--- config.mk ---
export PLATFORM = sky130hd
export DESIGN_NAME = sinc_decimator
export DESIGN_NICKNAME = d
export VERILOG_FILES = /design/src/rtl/sinc_decimator.sv
export SDC_FILE = /design/constraint.sdc
export NUM_CORES = 1
export LEC_CHECK = 0
export CAP_MARGIN = 20
export CORE_MARGIN = 5
export CORE_UTILIZATION = 45
export CTS_BUF_LIST = sky130_fd_sc_hd__clkbuf_16
export CTS_CLUSTER_SIZE = 10
export DETAILED_ROUTE_END_ITERATION = 7
export PLACE_DENSITY_LB_ADDON = 0.15
export SETUP_SLACK_MARGIN = 0.15
export SYNTH_ARGS = -nofsm -noshare
export SYNTH_HDL_FRONTEND = slang
export SYNTH_SLANG_ARGS = --single-unit
--- constraint.sdc ---
create_clock -name clk -period 18.95 [get_ports clk]
set_input_delay 2.8425 -clock clk [delete_from_list [all_inputs] [get_ports clk]]
set_output_delay 2.8425 -clock clk [all_outputs]
set_load 0.1 [all_outputs]
--- src/rtl/sinc_decimator.sv ---
// Sinc^ORDER decimator for a 1-bit modulator stream: one-shot incremental or continuous CIC,
// with saturating output scaling and a cs_n/sclk serial readout synchronised into clk.
module sinc_decimator #(
    parameter int unsigned ORDER    = 2,
    parameter int unsigned OSR_LOG2 = 9,
    parameter int unsigned OUT_W    = 12,
    parameter int unsigned SHIFT    = 6
) (
    input  logic             clk,
    input  logic             rst,
    input  logic             en,
    input  logic             start,
    input  logic             mode,
    input  logic             data_in,
    output logic [OUT_W-1:0] data_out,
    output logic             new_data,
    output logic             busy,
    output logic             sat,
    input  logic             sclk,
    input  logic             cs_n,
    output logic             serial_data_out,
    output logic             overrun
);

    localparam int unsigned ACC_W  = ORDER * OSR_LOG2 + 1;
    localparam int unsigned CMP_W  = (ACC_W > OUT_W) ? ACC_W : OUT_W;
    localparam int unsigned BCNT_W = $clog2(OUT_W + 1);
    localparam logic [CMP_W-1:0] MaxOut = CMP_W'((64'd1 << OUT_W) - 64'd1);

    typedef enum logic [1:0] {StIdle, StOneShot, StCont} state_e;

    state_e              state_q;
    logic [ACC_W-1:0]    integ_q  [ORDER];
    logic [ACC_W-1:0]    integ_nx [ORDER];
    logic [ACC_W-1:0]    comb_q   [ORDER];
    logic [ACC_W-1:0]    comb_nx  [ORDER];
    logic [OSR_LOG2-1:0] cnt_q;
    logic [1:0]          warm_q;
    logic [OUT_W-1:0]    data_out_q;
    logic                new_data_q, sat_q;

    logic [ACC_W-1:0] comb_out, result;
    logic [CMP_W-1:0] scaled;
    logic [OUT_W-1:0] word;
    logic             word_sat, step, last, publish;

    // Integrator chain uses the freshly updated lower stage; combs see the new y_ORDER.
    always_comb begin
        logic [ACC_W-1:0] acc;
        logic [ACC_W-1:0] val;
        acc = ACC_W'(data_in);
        for (int k = 0; k < int'(ORDER); k++) begin
            acc         = integ_q[k] + acc;
            integ_nx[k] = acc;
        end
        val = acc;
        for (int k = 0; k < int'(ORDER); k++) begin
            comb_nx[k] = val;
            val        = val - comb_q[k];
        end
        comb_out = val;
    end

    always_comb begin
        step     = en && (state_q != StIdle);
        last     = (cnt_q == '1);
        result   = (state_q == StCont) ? comb_out : integ_nx[ORDER-1];
        scaled   = CMP_W'(result) >> SHIFT;
        word_sat = (scaled > MaxOut);
        word     = word_sat ? '1 : scaled[OUT_W-1:0];
        publish  = step && last && !start &&
                   ((state_q == StOneShot) || (warm_q == 2'(ORDER - 1)));
    end

    always_ff @(posedge clk) begin
        if (rst) begin
            state_q    <= StIdle;
            cnt_q      <= '0;
            warm_q     <= '0;
            data_out_q <= '0;
            new_data_q <= 1'b0;
            sat_q      <= 1'b0;
            for (int k = 0; k < int'(ORDER); k++) begin
                integ_q[k] <= '0;
                comb_q[k]  <= '0;
            end
        end else begin
            new_data_q <= publish;
            if (publish) begin
                data_out_q <= word;
                sat_q      <= word_sat;
            end
            if (start) begin
                state_q <= mode ? StCont : StOneShot;
                cnt_q   <= '0;
                warm_q  <= '0;
                for (int k = 0; k < int'(ORDER); k++) begin
                    integ_q[k] <= '0;
                    comb_q[k]  <= '0;
                end
            end else if (step) begin
                cnt_q <= cnt_q + 1'b1;
                for (int k = 0; k < int'(ORDER); k++) integ_q[k] <= integ_nx[k];
                if (last) begin
                    if (state_q == StOneShot) begin
                        state_q <= StIdle;
                    end else begin
                        for (int k = 0; k < int'(ORDER); k++) comb_q[k] <= comb_nx[k];
                        if (warm_q != 2'(ORDER - 1)) warm_q <= warm_q + 2'd1;
                    end
                end
            end
        end
    end

    logic [1:0]        sclk_sync_q, cs_sync_q;
    logic              sclk_prev_q, cs_prev_q;
    logic [OUT_W-1:0]  shadow_q;
    logic [BCNT_W-1:0] bits_q;
    logic              sdo_q, overrun_q;
    logic              sclk_s, cs_s, sclk_fall, cs_fall;
    logic [OUT_W-1:0]  shadow_shl;

    always_comb begin
        sclk_s     = sclk_sync_q[1];
        cs_s       = cs_sync_q[1];
        sclk_fall  = sclk_prev_q && !sclk_s;
        cs_fall    = cs_prev_q && !cs_s;
        shadow_shl = shadow_q << 1;
    end

    always_ff @(posedge clk) begin
        if (rst) begin
            sclk_sync_q <= '0;
            cs_sync_q   <= '0;
            sclk_prev_q <= 1'b0;
            cs_prev_q   <= 1'b0;
            shadow_q    <= '0;
            bits_q      <= '0;
            sdo_q       <= 1'b0;
            overrun_q   <= 1'b0;
        end else begin
            sclk_sync_q <= {sclk_sync_q[0], sclk};
            cs_sync_q   <= {cs_sync_q[0], cs_n};
            sclk_prev_q <= sclk_s;
            cs_prev_q   <= cs_s;
            if (cs_s) begin
                sdo_q <= 1'b0;
            end else if (cs_fall) begin
                shadow_q <= data_out_q;
                sdo_q    <= data_out_q[OUT_W-1];
                bits_q   <= BCNT_W'(1);
            end else if (sclk_fall) begin
                if (bits_q < BCNT_W'(OUT_W)) begin
                    shadow_q <= shadow_shl;
                    sdo_q    <= shadow_shl[OUT_W-1];
                    bits_q   <= bits_q + 1'b1;
                end else begin
                    sdo_q <= 1'b0;
                end
            end
            // A word landing mid-readout must be flagged even if cs_n falls the same cycle.
            if (publish && !cs_s) overrun_q <= 1'b1;
            else if (cs_fall)     overrun_q <= 1'b0;
        end
    end

    assign data_out        = data_out_q;
    assign new_data        = new_data_q;
    assign sat             = sat_q;
    assign busy            = (state_q != StIdle);
    assign serial_data_out = sdo_q;
    assign overrun         = overrun_q;

endmodule

**After elaboration in Yosys (flattened, before gate mapping)**

Memory sizes are Yosys's and may differ from the RTL's.
Cells that the tools add are included.
W data, S select, Z words.

- Multipliers: 0
- $add $sub $neg: 7
- Equality and inequality tests: 5
- Divide/modulo/power cells: 0
- $lt $le $gt $ge: 2
- Reduce and logical (&&, ||, !) cells: 23
- Bitwise logic cells: 10
- Shift operators: 0
- Mux-type cells: 41

Operators by type and width:

| cell | count |
|---|---|
| $mux W19 | 9 |
| $sub A19 B19 Y19 | 2 |
| $mux W11 | 3 |
| $mux W1 | 20 |
| $add A19 B1 Y19 | 1 |
| $add A19 B19 Y19 | 1 |
| $reduce_bool A2 Y1 | 7 |
| $gt A13 B12 Y1 const B | 1 |
| $mux W12 | 1 |
| $mux W4 | 3 |
| $mux W2 | 5 |
| $add A9 B1 Y9 const B | 1 |
| $eq A9 B9 Y1 const B | 1 |
| $or A1 B1 Y1 | 8 |
| $logic_and A1 B1 Y1 | 7 |
| $reduce_and A3 Y1 | 2 |
| $add A4 B1 Y4 const B | 1 |
| $eq A2 B1 Y1 const B | 2 |
| $lt A4 B4 Y1 const B | 1 |
| $reduce_and A4 Y1 | 1 |
| $reduce_or A2 Y1 | 2 |
| $logic_not A1 Y1 | 3 |
| $add A2 B1 Y2 const B | 1 |
| $eq A2 B2 Y1 const B | 1 |
| other kinds (3) | 4 |

- Word-level logic and storage cells: 104
- RAM bits: 76
- Memories: 2
- Flip-flop bits (word level): 50
- Output and inout port bits: 17
- Input port bits: 8
- Bits in latches: 0
- Memory bits (read-only): 0

Memories:

| name | depth | width | rd ports | clocked after memory_dff | write ports | line | RTL |
|---|---|---|---|---|---|---|---|
| comb_q | 2 | 19 | 2 | 0 | 2 | 35 | `logic [ACC_W-1:0] comb_q [ORDER];` |
| integ_q | 2 | 19 | 2 | 0 | 2 | 33 | `logic [ACC_W-1:0] integ_q [ORDER];` |

**Logic depth before layout (Yosys ltp)**

Gate-level depths: netlist of the first run.

- Depth after elaboration: 8
- Depth in mapped cells: 31
- Gate-level depth less buffers: 31

**Least setup slack after synthesis of the first run**

No wires, ideal clock.

- Path kind: input to register
- Start point: input data_in
- End point: register data_out_q[10], in the netlist data_out[10]
- Buffers on the path: 0
- Library setup time: 0.120 ns
- Required time: 18.830 ns
- Path slack: 10.609 ns
- Cell stages on the path: 29
- Arrival: 8.222 ns
- Path through: ha_1 > ha_1 > and3_1 > nand3_1 > xnor2_1 > ha_1 > a211oi_1 > nor2_1 > o31ai_1 > nand2b_1 > a21o_1 > a21oi_1 > xor2_1 > inv_1 > ha_1 > nand2_1 > or2b_1 > a21o_2 > o21ai_0 > nand2b_1 > a21oi_1 > xnor2_1 > ha_1 > or3_1 > a311oi_1 > a211oi_1 > or2_2 > o211a_4 > o31a_1

RTL lines:

| item | line | RTL |
|---|---|---|
| start, declared | 14 | `input logic data_in,` |
| end signal, assigned | 90 | `data_out_q <= word;` |
| end, declared | 39 | `logic [OUT_W-1:0] data_out_q;` |

==> results of run 1 <==
## metrics by stage
| stage | power, mW | setup slack, ns | util, % | cell area, um2 |
|---|---|---|---|---|
| after floorplan | 0.517 | 10.61 | - | 7820 |
| after global placement | 0.559 | 9.45 | 48.2 | 8270 |
| after detailed placement | 0.567 | 9.35 | 48.2 | 8270 |
| after CTS | 0.880 | 9.76 | 51.4 | 8830 |
| after global routing | 0.926 | 9.10 | 51.5 | 8840 |
| final | 0.873 | 9.68 | 51.5 | 8840 |
## final timing paths
kind / from / to / slack, ns / depth (start not counted)
max reg2reg: integ_q[0][0] / data_out[0] / 12.21 / 28
max: data_in / data_out[0] / 9.68 / 28
min reg2reg: cs_sync_q[0] / cs_sync_q[1] / 0.44 / 1
min: cs_sync_q[0] / cs_sync_q[1] / 0.44 / 1
## critical path: cells and delay by family
| kind | cells | cell delay [ns] |
|---|---|---|
| AOI/OAI and AO/OA | 12 | 2.75 |
| buffers and inverters | 2 | 0.55 |
| xor gates and xnor gates | 3 | 0.96 |
| adders and majority gates | 5 | 1.33 |
| and+or+nand+nor | 6 | 1.17 |
## where the power goes
part / total, mW / internal, mW / switching [mW]
Sequential: 0.306 / 0.301 / 0.00543
Clock: 0.309 / 0.183 / 0.126
Combinational: 0.259 / 0.107 / 0.152
## cell usage in the layout (no fill, tap or decap), types with 25 or more instances in the layout
cell type | netlist | final
xnor2_1 | 39 | 39
nor2_1 | 127 | 127
ha_1 | 63 | 63
dfxtp_1 | 50 | 50
inv_1 | 71 | 73
a21oi_1 | 39 | 39
edfxtp_1 | 76 | 76
xor2_1 | 27 | 27
nor2b_1 | 25 | 25
nand2_1 | 59 | 59
## state kept, by name (all words and copies together), names as in the netlist
name / cells
comb_q: 38
integ_q: 38
data_out: 12
shadow_q: 11
cnt_q: 9
bits_q: 4
cs_sync_q: 2
sclk_sync_q: 2
state_q: 2
warm_q: 2
cs_prev_q: 1
new_data: 1
overrun: 1
sat: 1
sclk_prev_q: 1
serial_data_out: 1
## area by class of cell
type | instances | area (um2) | area share [%]
tap | 225 | 282 | 3.18
multi-input combinational | 614 | 4150 | 46.9
timing repair buffer | 32 | 304 | 3.44
sequential | 126 | 3280 | 37.1
clock inverter | 13 | 83.8 | 0.948
inverter | 71 | 267 | 3.01
clock buffer | 19 | 475 | 5.38
## metal layers
metal,up-vias,global-route usage (%)
li1,3009,-
met1,2796,23.3
met2,99,27.8
met3,21,3.71
met4,0,5.66
met5,-,0
## logic make-up (layout without fill, tap and decap cells)
family	Yosys count	after routing	share of synthesized area [%]
flops	126	126	42.0
simple gates	316	316	19.2
buf+inv	93	135	4.98
compound gates	160	160	14.9
xor+xnor	67	67	7.60
fa+ha+maj	65	65	10.6
mux	6	6	0.784
==> results_dict.tcl, run 1 <==
set metrics [dict create \
    outcome "finished clean" \
    cts_max_path_buffers 2 \
    drive_gt1_share_pct 8.11 \
    holdWs_ns 0.438 \
    cts_made_buffers 17 \
    routabilityCongestion 0.887 \
    final.setup.tns_ns 0 \
    setup_viol 0 \
    async_flop_share_pct 0 \
    coreArea_um2 17200 \
    yosysSeqAreaShare_pct 42.0 \
    hold_class "reg -> reg" \
    wl_per_cell_um 15.0 \
    nets 935 \
    avgSynthCellArea_um2 9.38 \
    wl_met1_um 8030 \
    cts_resized 0 \
    end_kind "register" \
    drtIter0Drc 464 \
    critical_path_arrival_ns 9.59 \
    drtAntennaViolNets 0 \
    slew_viol_final 0 \
    port_buffers 24 \
    yosys_warnings 0 \
    grt_overflow 0 \
    clk_pin_slew_ns 0.06 \
    placed_cells 1067 \
    power_density_nw_per_um2 98.8 \
    fin_crit_sh_pct 48.9 \
    syn_nets 906 \
    fin_crit_ns 9.27 \
    cpMaxStageDelayCell "clkdlybuf4s50_1" \
    rows 48 \
    worstPathRequired_ns 19.27 \
    crit_path_frequent_cell "ha_1" \
    synth_top_area_cell "edfxtp_1" \
    wl_met2_um 7750 \
    cts_tree "built" \
    synth_top_area_share_pct 29.2 \
    die_x_um 142 \
    hold_violations 0 \
    grt_antenna_before_repair 0 \
    critPathLaunchType "input pin" \
    synth_edf_count 76 \
    postRouteWirelength_um 16500 \
    yosysUniqueCellTypes 66 \
    clk_latency_ns 0.42 \
    vias 5925 \
    ir_drop_mv 0.0678 \
    clock_skew_ns 0.0103 \
    leakage_nw 3.71 \
    wl_met3_um 516 \
    synth_area_leaders "edfxtp_1 29%, dfxtp_1 13%, ha_1 10%" \
    grt_max_degree 42 \
    synthMostInstantiatedCell "nor2_1" \
    fillers 1588 \
    grt_pass1_vias 5834 \
    synthFlopType "edfxtp_1" \
    cts-root-buf "clkbuf_16" \
    fmax_mhz 108 \
    fin_cells 1100 \
    start_util_pct 45.5 \
    h-tree-depth 4 \
    tightest_slew_ns 0.977 \
    cp_max_fo 9 \
    grt_pass1_wl_um 28100 \
    hold_buffers 0 \
    cts_setup_buffers 0 \
    slew-limit-headroom_pct 34.7 \
    synth_commonest_cells "127 x nor2_1, 76 x edfxtp_1, 71 x inv_1" \
    grt_usage_pct 17.3 \
    drt_pass1_iterations 5 \
    synth_area_um2 7820 \
    dpl.hpwl_um 12100 \
    die-height_um 142 \
    area_delta_synth_final_pct 13.1 \
    diodes 0 \
    rsz0062_at_grt "no" \
    crit_type "in -> reg" \
    via_per_inst 5.39 \
    numClockSinks 126 \
    synth-seq-cells 126 \
    route.top_layer_used "met4" \
    ioPinCount 25 \
    maxCapViolCount 0 \
    drc 0 \
    crit_path_max_incr_delay_ns 0.46 \
    dieArea_um2 20100 \
    synth_cells 833 \
]
(Power assumes the default switching activity.)
==> inputs of run 2 (changes only) <==
==> constraint.sdc (replaced) <==
create_clock -name clk -period 9 [get_ports clk]
set_input_delay 1.35 -clock clk [delete_from_list [all_inputs] [get_ports clk]]
set_output_delay 1.35 -clock clk [all_outputs]
set_load 0.1 [all_outputs]
==> run 2 against run 1 <==
Compared with the run above:
- routed wire length rose by 1.7%
- sequential share of layout area shrank 0.15 points
- combinational power is 110% higher
- clock power grew 120%
- non-clock buffer count is 2 higher
- utilization rose by 0.21 points
- worst setup slack got worse by 8.5 ns
==> results_dict.tcl, run 2 (synthesized netlist as in run 1, its figures left out) <==
set metrics [dict create \
    outcome "finished clean" \
    fin_crit_sh_pct 87.1 \
    grt_overflow 0 \
    tightest_slew_ns 0.982 \
    dpl_cell_area_um2 8290 \
    clk_pin_slew_ns 0.06 \
    clock_skew_ns 0.0111 \
    cts_tree "built" \
    crit_type "in -> reg" \
    diodes 0 \
    ff2ff_path_depth 30 \
    drtIter0Drc 403 \
    cp_max_fo 9 \
    numClockSinks 126 \
    ir_drop_mv 0.150 \
    final_common_cell "nor2_1" \
    end_kind "register" \
    rows 48 \
    coreArea_um2 17200 \
    cts_resized 0 \
    start_util_pct 45.5 \
    drtAntennaViolNets 0 \
    vias 5912 \
    die-height_um 142 \
    area_delta_synth_final_pct 13.6 \
    holdWs_ns 0.443 \
    grt_max_degree 42 \
    postRouteWirelength_um 16800 \
    fmax_mhz 128 \
    final.setup.tns_ns 0 \
    routabilityCongestion 0.877 \
    hold_buffers 0 \
    cts_made_buffers 17 \
    die_x_um 142 \
    leakage_nw 3.72 \
    crit_path_max_incr_delay_ns 0.46 \
    nets 937 \
    path_depth 31 \
    crit_buf_inv 2 \
    grt_pass1_wl_um 28400 \
    dpl.hpwl_um 12500 \
    dieArea_um2 20100 \
    pre_cts_slack_ns 0.789 \
    cts-root-buf "clkbuf_16" \
    power_density_nw_per_um2 211 \
    drive_gt1_share_pct 8.21 \
    critPathTopFamily "compound AO/OA/AOI/OAI gates" \
    critical_path_arrival_ns 8.16 \
    rsz0062_at_grt "no" \
    cpMaxStageDelayCell "clkdlybuf4s50_1" \
    setup_viol 0 \
    cts_setup_buffers 0 \
    wl_per_cell_um 15.2 \
    cts_max_path_buffers 2 \
    port_buffers 24 \
    h-tree-depth 4 \
    hold_violations 0 \
    ioPinCount 25 \
    setup_slack_ns 1.16 \
    drt_pass1_iterations 6 \
    grt_pass1_vias 5998 \
    worstPathRequired_ns 9.32 \
    drc 0 \
    clk_latency_ns 0.42 \
    via_per_inst 5.36 \
    critPathLaunchType "input pin" \
    layout_common_cells "127 x nor2_1, 76 x edfxtp_1, 74 x inv_1" \
    slew_viol_final 0 \
    hold_class "reg -> reg" \
    fin_area_um2 8880 \
    slew-limit-headroom_pct 34.3 \
    crit_path_frequent_cell "ha_1" \
    grt_usage_pct 17.6 \
    hold_depth 1 \
    fin_crit_ns 7.84 \
    maxCapViolCount 0 \
    grt_antenna_before_repair 0 \
]
## run 2: area by class of cell
type	instances	area, um2
well taps	225	282
multi-input cells	614	4150
clock inverters	15	155
flip-flops and latches	126	3280
clock buffers	17	425
inverters	71	267
repair buffers	34	319
fillers	1624	8300
## run 2: where the power goes
group | internal (mW) | switching, mW | total (mW)
combinational | 0.227 | 0.324 | 0.551
sequential | 0.634 | 0.0118 | 0.645
clock | 0.429 | 0.252 | 0.681
total | 1.29 | 0.588 | 1.88
## run 2: layer usage
| layer | vias up | track usage (%) | wire length [um] |
|---|---|---|---|
| li1 | 3006 | - | - |
| met1 | 2776 | 22.5 | 7920 |
| met2 | 102 | 29.3 | 8000 |
| met3 | 28 | 4.21 | 606 |
| met4 | 0 | 5.81 | 278 |
| met5 | - | 0 | 0 |
## run 2: through the flow
| stage | utilization [%] | total power [mW] | std cells |
|---|---|---|---|
| finish | 51.7 | 1.88 | 1102 |
| global route | 51.7 | 1.98 | 1102 |
| CTS | 51.6 | 1.89 | 1101 |
| detailed placement | 48.3 | 1.20 | 1069 |
| global placement | 48.3 | 1.18 | 1069 |
| floorplan | - | 1.09 | 833 |
## run 2: path summary, 6_finish.rpt
path / slack (ns) / start / end
worst max-delay path: 1.16 / data_in / data_out[3]
worst max register to register: 2.24 / integ_q[0][0] / data_out[3]
worst min register to register: 0.44 / sclk_sync_q[0] / sclk_sync_q[1]
worst min-delay path: 0.44 / sclk_sync_q[0] / sclk_sync_q[1]
==> inputs of run 3 (changes only) <==
--- a/config.mk
+++ b/config.mk
@@ -8,7 +8,7 @@
 export CAP_MARGIN = 20
 export CORE_MARGIN = 5
 export CORE_UTILIZATION = 45
-export CTS_BUF_LIST = sky130_fd_sc_hd__clkbuf_16
+export CTS_BUF_LIST = sky130_fd_sc_hd__clkbuf_4 sky130_fd_sc_hd__clkbuf_8
 export CTS_CLUSTER_SIZE = 10
 export DETAILED_ROUTE_END_ITERATION = 7
 export PLACE_DENSITY_LB_ADDON = 0.15
==> run 3 against run 2 <==
Compared with the run above:
- routed wire length fell by 0.24%
- global-route usage fell by 0.087 points
- fmax is 0.38% higher
- sequential power hardly changed
- via count is 0.79% lower
- largest cell class unchanged
- sequential share of layout area rose by 0.77 points
- total power decreased by 9.2%
- worst setup slack gained 0.030 ns
- first-iteration DRC count down 11%
- critical path depth did not move
- register-to-register slack about the same
- utilization decreased by 1.0 points
==> results_dict.tcl, run 3 (synthesized netlist as in run 1, its figures left out) <==
set metrics [dict create \
    outcome "finished clean" \
    final_common_cell "nor2_1" \
    maxCapViolCount 0 \
    nets 937 \
    postRouteWirelength_um 16800 \
    p_sw_mw 0.564 \
    hold_buffers 0 \
    leakage_nw 3.63 \
    cts_max_path_buffers 2 \
    h-tree-depth 4 \
    clk_pin_slew_ns 0.07 \
    wl_per_cell_um 15.2 \
    fmax_mhz 128 \
    cts-root-buf "clkbuf_8" \
    cpMaxStageDelayCell "clkdlybuf4s50_1" \
    port_buffers 24 \
    area_delta_synth_final_pct 11.3 \
    grt_max_degree 42 \
    internal_power_mw 1.14 \
    grt_usage_pct 17.5 \
    clock_skew_ns 0.0121 \
    drt_pass1_iterations 7 \
    cts_resized 0 \
    end_kind "register" \
    ir_drop_mv 0.0977 \
    critical_path_arrival_ns 8.16 \
    fin_cells 1102 \
    layout_common_cells "127 x nor2_1, 76 x edfxtp_1, 71 x inv_1" \
    swShare_pct 33.1 \
    pre_cts_slack_ns 0.789 \
    die-height_um 142 \
    setup_viol 0 \
    fin_area_um2 8700 \
    dieArea_um2 20100 \
    grt_pass1_wl_um 28200 \
    fin_crit_sh_pct 86.7 \
    routabilityCongestion 0.877 \
    fin_crit_ns 7.81 \
    drive_gt1_share_pct 8.55 \
    combPwrFrac_pct 32.3 \
    grt_antenna_before_repair 0 \
    rows 48 \
    hold_violations 0 \
    start_util_pct 45.5 \
    power_density_nw_per_um2 196 \
    via_per_inst 5.32 \
    final.setup.tns_ns 0 \
    coreArea_um2 17200 \
    clk_latency_ns 0.46 \
    tightest_slew_ns 0.982 \
    crit_path_frequent_cell "ha_1" \
    crit_type "in -> reg" \
    grt_overflow 0 \
    seq_power_share_pct 37.8 \
    critPathLaunchType "input pin" \
    hold_class "reg -> reg" \
    fillers 1646 \
    die_x_um 142 \
    diodes 0 \
    dpl_cell_area_um2 8290 \
    pwr-share-clk_pct 29.9 \
    numClockSinks 126 \
    cts_tree "built" \
    drtAntennaViolNets 0 \
    slew-limit-headroom_pct 34.3 \
    grt_pass1_vias 5979 \
    vias 5865 \
    cp_max_fo 9 \
    drc 0 \
    ioPinCount 25 \
    placed_cells 1069 \
    setup_slack_ns 1.19 \
    slew_viol_final 0 \
    cts_setup_buffers 0 \
    rsz0062_at_grt "no" \
    worstPathRequired_ns 9.35 \
    cts_made_buffers 17 \
    drtIter0Drc 358 \
    crit_path_max_incr_delay_ns 0.46 \
    dpl.hpwl_um 12500 \
]
==> run 3: cell types whose count changed in the layout (fill, tap and decap cells not counted) <==
cell,change
clkbuf_4,+3
inv_1,-3
clkbuf_8,+17
clkbuf_16,-17
==> run 3: worst max-delay path, delay by kind of cell <==
kind / cells / cell delay, ns
XOR/XNOR: 3 / 0.77
AO/OA/AOI/OAI: 12 / 2.35
adder cells (fa/ha/maj): 5 / 1.39
AND/OR/NAND/NOR: 9 / 1.68
buffers and inverters: 2 / 0.61
==> run 3: per-stage QoR <==
| step | utilization (%) | power (mW) | hold slack (ns) |
|---|---|---|---|
| after floorplan | - | 1.09 | 0.414 |
| after global placement | 48.3 | 1.18 | 0.418 |
| after detailed placement | 48.3 | 1.20 | 0.429 |
| after CTS | 50.6 | 1.72 | 0.448 |
| after global routing | 50.7 | 1.81 | 0.456 |
| final | 50.7 | 1.70 | 0.447 |
==> run 3: power by group through the flow <==
stage | logic, mW | registers, mW | clock network [mW]
4_1_cts | 0.546 | 0.644 | 0.525
5_1_grt | 0.614 | 0.647 | 0.549
3_3_place_gp | 0.524 | 0.656 | 0
2_1_floorplan | 0.435 | 0.654 | 0
3_5_place_dp | 0.543 | 0.657 | 0
6_report | 0.550 | 0.644 | 0.510
==> run 3: final timing paths <==
check        slack, ns            from        endpoint  cells past startpoint
max               1.19         data_in     data_out[3]                     31
min               0.45  sclk_sync_q[0]  sclk_sync_q[1]                      1
max reg2reg       2.24   integ_q[0][0]     data_out[3]                     30
min reg2reg       0.45  sclk_sync_q[0]  sclk_sync_q[1]                      1
==> run 3: final cells by class <==
cell class,count,area [um2],area share [%]
clock buffers,20,256,2.95
clock inverters,12,144,1.65
inverters,71,267,3.06
multi-input cells,614,4150,47.7
flip-flops and latches,126,3280,37.7
well taps,225,282,3.24
repair buffers,34,319,3.67
==> run 3: routing by layer <==
| metal | GRT usage (%) | part of all wire (%) | vias up | wire length (um) |
|---|---|---|---|---|
| met5 | 0 | 0 | - | 0 |
| met4 | 5.91 | 1.4 | 0 | 235 |
| met3 | 4.31 | 4.1 | 23 | 687 |
| met2 | 29.0 | 47 | 94 | 7950 |
| met1 | 22.4 | 47 | 2747 | 7880 |
| li1 | - | - | 3001 | - |
